**config.mk**
```make
export PLATFORM = sky130hd
export DESIGN_NAME = led_mm_cmd_master
export DESIGN_NICKNAME = d
export VERILOG_FILES = /design/src/rtl/led_mm_cmd_master.sv
export SDC_FILE = /design/constraint.sdc
export NUM_CORES = 1
export LEC_CHECK = 0
export ABC_AREA = 0
export CORE_MARGIN = 2
export CORE_UTILIZATION = 25
export CTS_CLUSTER_DIAMETER = 30
export DETAILED_ROUTE_END_ITERATION = 10
export HOLD_SLACK_MARGIN = 0.05
export PLACE_DENSITY_LB_ADDON = 0.05
export SLEW_MARGIN = 20
export SYNTH_ARGS = -nofsm -noshare
export SYNTH_HDL_FRONTEND = slang
export SYNTH_SLANG_ARGS = --single-unit
```
**constraint.sdc**
```tcl
create_clock -name clk -period 14.5 [get_ports clk]
set_clock_uncertainty 0.15 [all_clocks]
set_input_delay 4.35 -clock clk [delete_from_list [all_inputs] [get_ports clk]]
set_output_delay 4.35 -clock clk [all_outputs]
set_load 0.05 [all_outputs]
```
**src/rtl/led_mm_cmd_master.sv**
```systemverilog
// Command/response front end that turns single read/write commands into
// Avalon-MM transactions toward the LED blinker controller, with a per-transaction timeout.
module led_mm_cmd_master #(
    parameter int unsigned TIMEOUT_CYCLES = 256
) (
    input  logic        clk,
    input  logic        rst,
    input  logic        cmd_valid,
    output logic        cmd_ready,
    input  logic        cmd_write,
    input  logic [31:0] cmd_address,
    input  logic [31:0] cmd_writedata,
    output logic        rsp_valid,
    input  logic        rsp_ready,
    output logic [31:0] rsp_readdata,
    output logic        rsp_error,
    output logic        rsp_was_write,
    output logic [31:0] master_mm_address,
    output logic        master_mm_read,
    output logic        master_mm_write,
    output logic [31:0] master_mm_writedata,
    input  logic [31:0] master_mm_readdata,
    input  logic        master_mm_readdatavalid,
    input  logic        master_mm_waitrequest,
    output logic        master_rst
);

    localparam int unsigned CNT_W  = 16;
    localparam int unsigned DATA_W = 32;
    localparam int unsigned ADDR_W = 32;
    localparam logic [CNT_W-1:0] CNT_LAST = CNT_W'(TIMEOUT_CYCLES - 1);

    typedef enum logic [2:0] {
        IDLE,
        WR,
        RD_REQ,
        RD_WAIT,
        RESP
    } state_t;

    state_t              state_q;
    state_t              state_d;
    logic [CNT_W-1:0]    cnt_q;
    logic [CNT_W-1:0]    cnt_d;
    logic                cmd_ready_d;
    logic                rsp_valid_d;
    logic                rsp_error_d;
    logic                rsp_was_write_d;
    logic [DATA_W-1:0]   rsp_readdata_d;
    logic [ADDR_W-1:0]   mm_address_d;
    logic [DATA_W-1:0]   mm_writedata_d;
    logic                mm_read_d;
    logic                mm_write_d;
    logic                accept;
    logic                timeout;

    assign accept  = cmd_valid & cmd_ready;
    assign timeout = (cnt_q >= CNT_LAST);

    // State register plus registered copies of every output
    always_ff @(posedge clk or posedge rst) begin
        if (rst) begin
            state_q             <= IDLE;
            cnt_q               <= '0;
            cmd_ready           <= 1'b0;
            rsp_valid           <= 1'b0;
            rsp_error           <= 1'b0;
            rsp_was_write       <= 1'b0;
            rsp_readdata        <= '0;
            master_mm_address   <= '0;
            master_mm_writedata <= '0;
            master_mm_read      <= 1'b0;
            master_mm_write     <= 1'b0;
            master_rst          <= 1'b1;
        end else begin
            state_q             <= state_d;
            cnt_q               <= cnt_d;
            cmd_ready           <= cmd_ready_d;
            rsp_valid           <= rsp_valid_d;
            rsp_error           <= rsp_error_d;
            rsp_was_write       <= rsp_was_write_d;
            rsp_readdata        <= rsp_readdata_d;
            master_mm_address   <= mm_address_d;
            master_mm_writedata <= mm_writedata_d;
            master_mm_read      <= mm_read_d;
            master_mm_write     <= mm_write_d;
            master_rst          <= 1'b0;
        end
    end

    // Next state and next output values; completion is tested before timeout so it wins ties
    always_comb begin
        state_d         = state_q;
        cnt_d           = cnt_q;
        cmd_ready_d     = 1'b0;
        rsp_valid_d     = rsp_valid;
        rsp_error_d     = rsp_error;
        rsp_was_write_d = rsp_was_write;
        rsp_readdata_d  = rsp_readdata;
        mm_address_d    = master_mm_address;
        mm_writedata_d  = master_mm_writedata;
        mm_read_d       = 1'b0;
        mm_write_d      = 1'b0;

        case (state_q)
            IDLE: begin
                cmd_ready_d = ~accept;
                if (accept) begin
                    cnt_d           = '0;
                    mm_address_d    = cmd_address;
                    mm_writedata_d  = cmd_writedata;
                    rsp_was_write_d = cmd_write;
                    rsp_error_d     = 1'b0;
                    rsp_readdata_d  = '0;
                    if (cmd_write) begin
                        state_d    = WR;
                        mm_write_d = 1'b1;
                    end else begin
                        state_d   = RD_REQ;
                        mm_read_d = 1'b1;
                    end
                end
            end
            WR: begin
                cnt_d = cnt_q + 16'd1;
                if (!master_mm_waitrequest || timeout) begin
                    state_d        = RESP;
                    rsp_valid_d    = 1'b1;
                    rsp_error_d    = master_mm_waitrequest;
                    rsp_readdata_d = '0;
                end else begin
                    mm_write_d = 1'b1;
                end
            end
            RD_REQ: begin
                cnt_d = cnt_q + 16'd1;
                if (!master_mm_waitrequest) begin
                    state_d = RD_WAIT;
                end else if (timeout) begin
                    state_d        = RESP;
                    rsp_valid_d    = 1'b1;
                    rsp_error_d    = 1'b1;
                    rsp_readdata_d = '0;
                end else begin
                    mm_read_d = 1'b1;
                end
            end
            RD_WAIT: begin
                cnt_d = cnt_q + 16'd1;
                if (master_mm_readdatavalid) begin
                    state_d        = RESP;
                    rsp_valid_d    = 1'b1;
                    rsp_error_d    = 1'b0;
                    rsp_readdata_d = master_mm_readdata;
                end else if (timeout) begin
                    state_d        = RESP;
                    rsp_valid_d    = 1'b1;
                    rsp_error_d    = 1'b1;
                    rsp_readdata_d = '0;
                end
            end
            RESP: begin
                if (rsp_ready) begin
                    state_d     = IDLE;
                    rsp_valid_d = 1'b0;
                end
            end
            default: begin
                state_d = IDLE;
            end
        endcase
    end

endmodule
```
==> qor.yml <==
run_status:
  status: "finished, final reports clean"
timing:
  final.setup.tns_ns: 0
  relSlewSlack: 0.390
  clock.fmax_mhz: 160
  setup_viol: 0
  tightest_slew_ns: 0.915
  rsz0062_at_grt: "false"
  slew_violations: 0
  hold_viol: 0
  hold_slack_ns: 0.323
  fin_crit_ns: 6.23
  fin_crit_sh: 0.430
pwr:
  power.internal_mw: 1.00
  power_frac_comb: 0.492
  seqPwrFrac: 0.295
  power_switching_mw: 0.857
  leakage_nw: 3.52
  peakVddDrop_mv: 0.0988
  power.share.clock: 0.213
  p_sw_frac: 0.461
  power_density_mw_per_mm2: 239
worst_setup_path:
  crit_required_ns: 10.00
  crit_path_start_kind: "register"
  crit_chain: "clkdlybuf4s50_1"
  worstPathArrival_ns: 1.73
  critPathMaxFanout: 1
  cpPeakStageDelay_ns: 0.81
  cp_top_family: "buffers and inverters"
  critPathKind: "register to primary output"
  crit_path_end_kind: "primary output"
  crit_slowest_cell: "clkdlybuf4s50_1"
  cp.buffers_inverters: 1
route:
  drtIter0Drc: 170
  wl_um: 14500
  vias: 4161
  ant_nets: 0
  drt-wirelength-per-cell_um: 14.9
  drc: 0
  vias_per_cell: 4.28
  dr.pass1.iters: 4
placed_design:
  portBuffers: 205
  dpl_cell_area_mm2: 0.00722
  gp_congestion: 0.719
  hpwl_um: 9800
grt:
  track_usage: 0.146
  grt_pass1_vias: 4369
  grt_max_degree: 77
  grt_pass1_wl_um: 23200
  overflow: 0
  antenna_found_initial: 0
die:
  io_pins: 206
  die-area_mm2: 0.0207
  core_mm2: 0.0193
  dieWidth_um: 144
  start_util: 0.253
  dieHeight_um: 144
  rows: 51
finish:
  area_growth_pct: 59.2
  diodes: 0
  design_area_mm2: 0.00777
  nets: 798
  drive_above_1_share: 0.0693
  utilization: 0.402
logic_synthesis:
  syn_area_per_cell_um2: 9.95
  synth-main-ff-cell: "dfrtp_1"
  ys_top_cells_by_area: "dfrtp_1 (62%), nand2_1 (16%), a22o_1 (5.9%), clkbuf_1 (1.5%), o21ai_0 (1.1%)"
  syn_nets: 595
  synth-warning-count: 0
  synthArstFlopShare: 1.00
  synth_cell_types: 43
  yosysTopAreaCell: "dfrtp_1"
  netlist_area_mm2: 0.00488
  synth_edf_count: 0
  seq_area_frac_synth: 0.625
  syn_inst: 491
  ys_top_cells_by_count: "nand2_1 (214), dfrtp_1 (121), a22o_1 (33), clkbuf_1 (20), o21ai_0 (11)"
  synth.top_cell.area_share: 0.620
  ys_seq_elements: 122
  yosysMostFrequentCell: "nand2_1"
clocking:
  cts_sinks: 122
  cts_tree: "yes"
  numCtsBuffers: 17
  clk_latency_ns: 0.41
  cts_resized: 0
  cts_buffer_depth: 2
  clock_tree.root_cell: "clkbuf_16"
  clkTransAtPathRegs_ns: 0.06
  h-tree-depth: 4
  cts_setup_buffers: 0
  cts_hold_buf: 0
worst_hold_path:
  min_path_type: "register to register"
run:
  maxCapViolCount: 0
metal layers:
layer,part of all wire,up-vias,GRT usage
met4,0.012,0,0.0433
met5,0,-,0
met2,0.47,133,0.229
li1,-,2050,-
met1,0.42,1965,0.177
met3,0.093,13,0.0693
metrics by stage:
stage	std cells	total power, mW	setup slack [ns]
finish	972	1.86	8.27
global route	972	1.97	8.21
floorplan	491	1.14	6.76
CTS	972	1.89	8.24
global placement	940	1.47	7.91
detailed placement	940	1.48	7.90
worst reg2reg max path: cells and delay by family (launching register included):
kind | cells | cell delay, ns
AO/OA/AOI/OAI | 2 | 0.35
buffers and inverters | 1 | 0.38
flip-flops | 1 | 0.58
AND/OR/NAND/NOR | 1 | 0.73
cells by family (layout without fill, tap and decap cells):
family / count (synthesis) / after routing / share of synthesized area
flops: 122 / 122 / 0.625
simple gates: 257 / 257 / 0.217
mux: 4 / 4 / 0.00820
buf+inv: 31 / 247 / 0.0269
compound gates: 75 / 75 / 0.119
other cells: 1 / 1 / 0.000768
fa+ha+maj: 1 / 1 / 0.00256
worst paths after layout:
| check | start | end | slack, ns | cells past startpoint |
|---|---|---|---|---|
| setup / recovery | master_rst | master_rst | 8.27 | 1 |
| min in group asynchronous | rst | rsp_readdata[7] | 4.33 | 2 |
| max in group asynchronous | rst | master_mm_writedata[15] | 8.59 | 3 |
| setup reg to reg | state_q[0] | cnt_q[12] | 12.18 | 4 |
| hold reg to reg | master_mm_address[29] | master_mm_address[29] | 0.32 | 2 |
| hold / removal | master_mm_address[29] | master_mm_address[29] | 0.32 | 2 |
power groups by stage:
stage	logic, mW	registers, mW	clock network [mW]
global route	0.971	0.566	0.428
finish	0.915	0.548	0.396
CTS	0.926	0.549	0.411
floorplan	0.205	0.935	0
global placement	0.923	0.548	0
detailed placement	0.926	0.550	0
flip-flops by register name, indices dropped and copies added, names as in the netlist, 3 cells and up:
name and flops:
state_q 3, rsp_readdata 32, master_mm_address 32, master_mm_writedata 32, cnt_q 16
placed cells by master, fill, tap and decap left out, types with 2 or more instances in the layout:
cell	synthesis	final
clkinv_2	0	5
buf_4	0	6
o31ai_1	6	6
or2_2	2	2
a211oi_1	2	2
and2_1	2	2
nor2b_1	3	3
nor2_1	5	4
mux2i_1	4	4
inv_1	4	3
nor3_1	5	5
dfrtp_1	121	121
clkinv_4	0	4
nand2b_1	3	3
o21ai_0	11	11
clkbuf_16	0	17
clkinvlp_4	0	4
nand4_1	2	2
nor4_1	4	3
a21o_1	2	2
a21oi_1	9	9
or3_1	3	3
o211ai_1	2	2
nand3_1	7	7
clkdlybuf4s50_1	0	205
nand2_1	214	214
a22o_1	33	33
cell type report:
class                           instances  area, µm²
Timing Repair Buffer                  211       2100
Fill cell                            1900      11600
Tap cell                              265        332
Inverter                                4       17.5
Clock buffer                           17        425
Multi-Input combinational cell        338       1720
Clock inverter                         15        129
Sequential cell                       122       3050
Power figures use the tool's default switching activity.
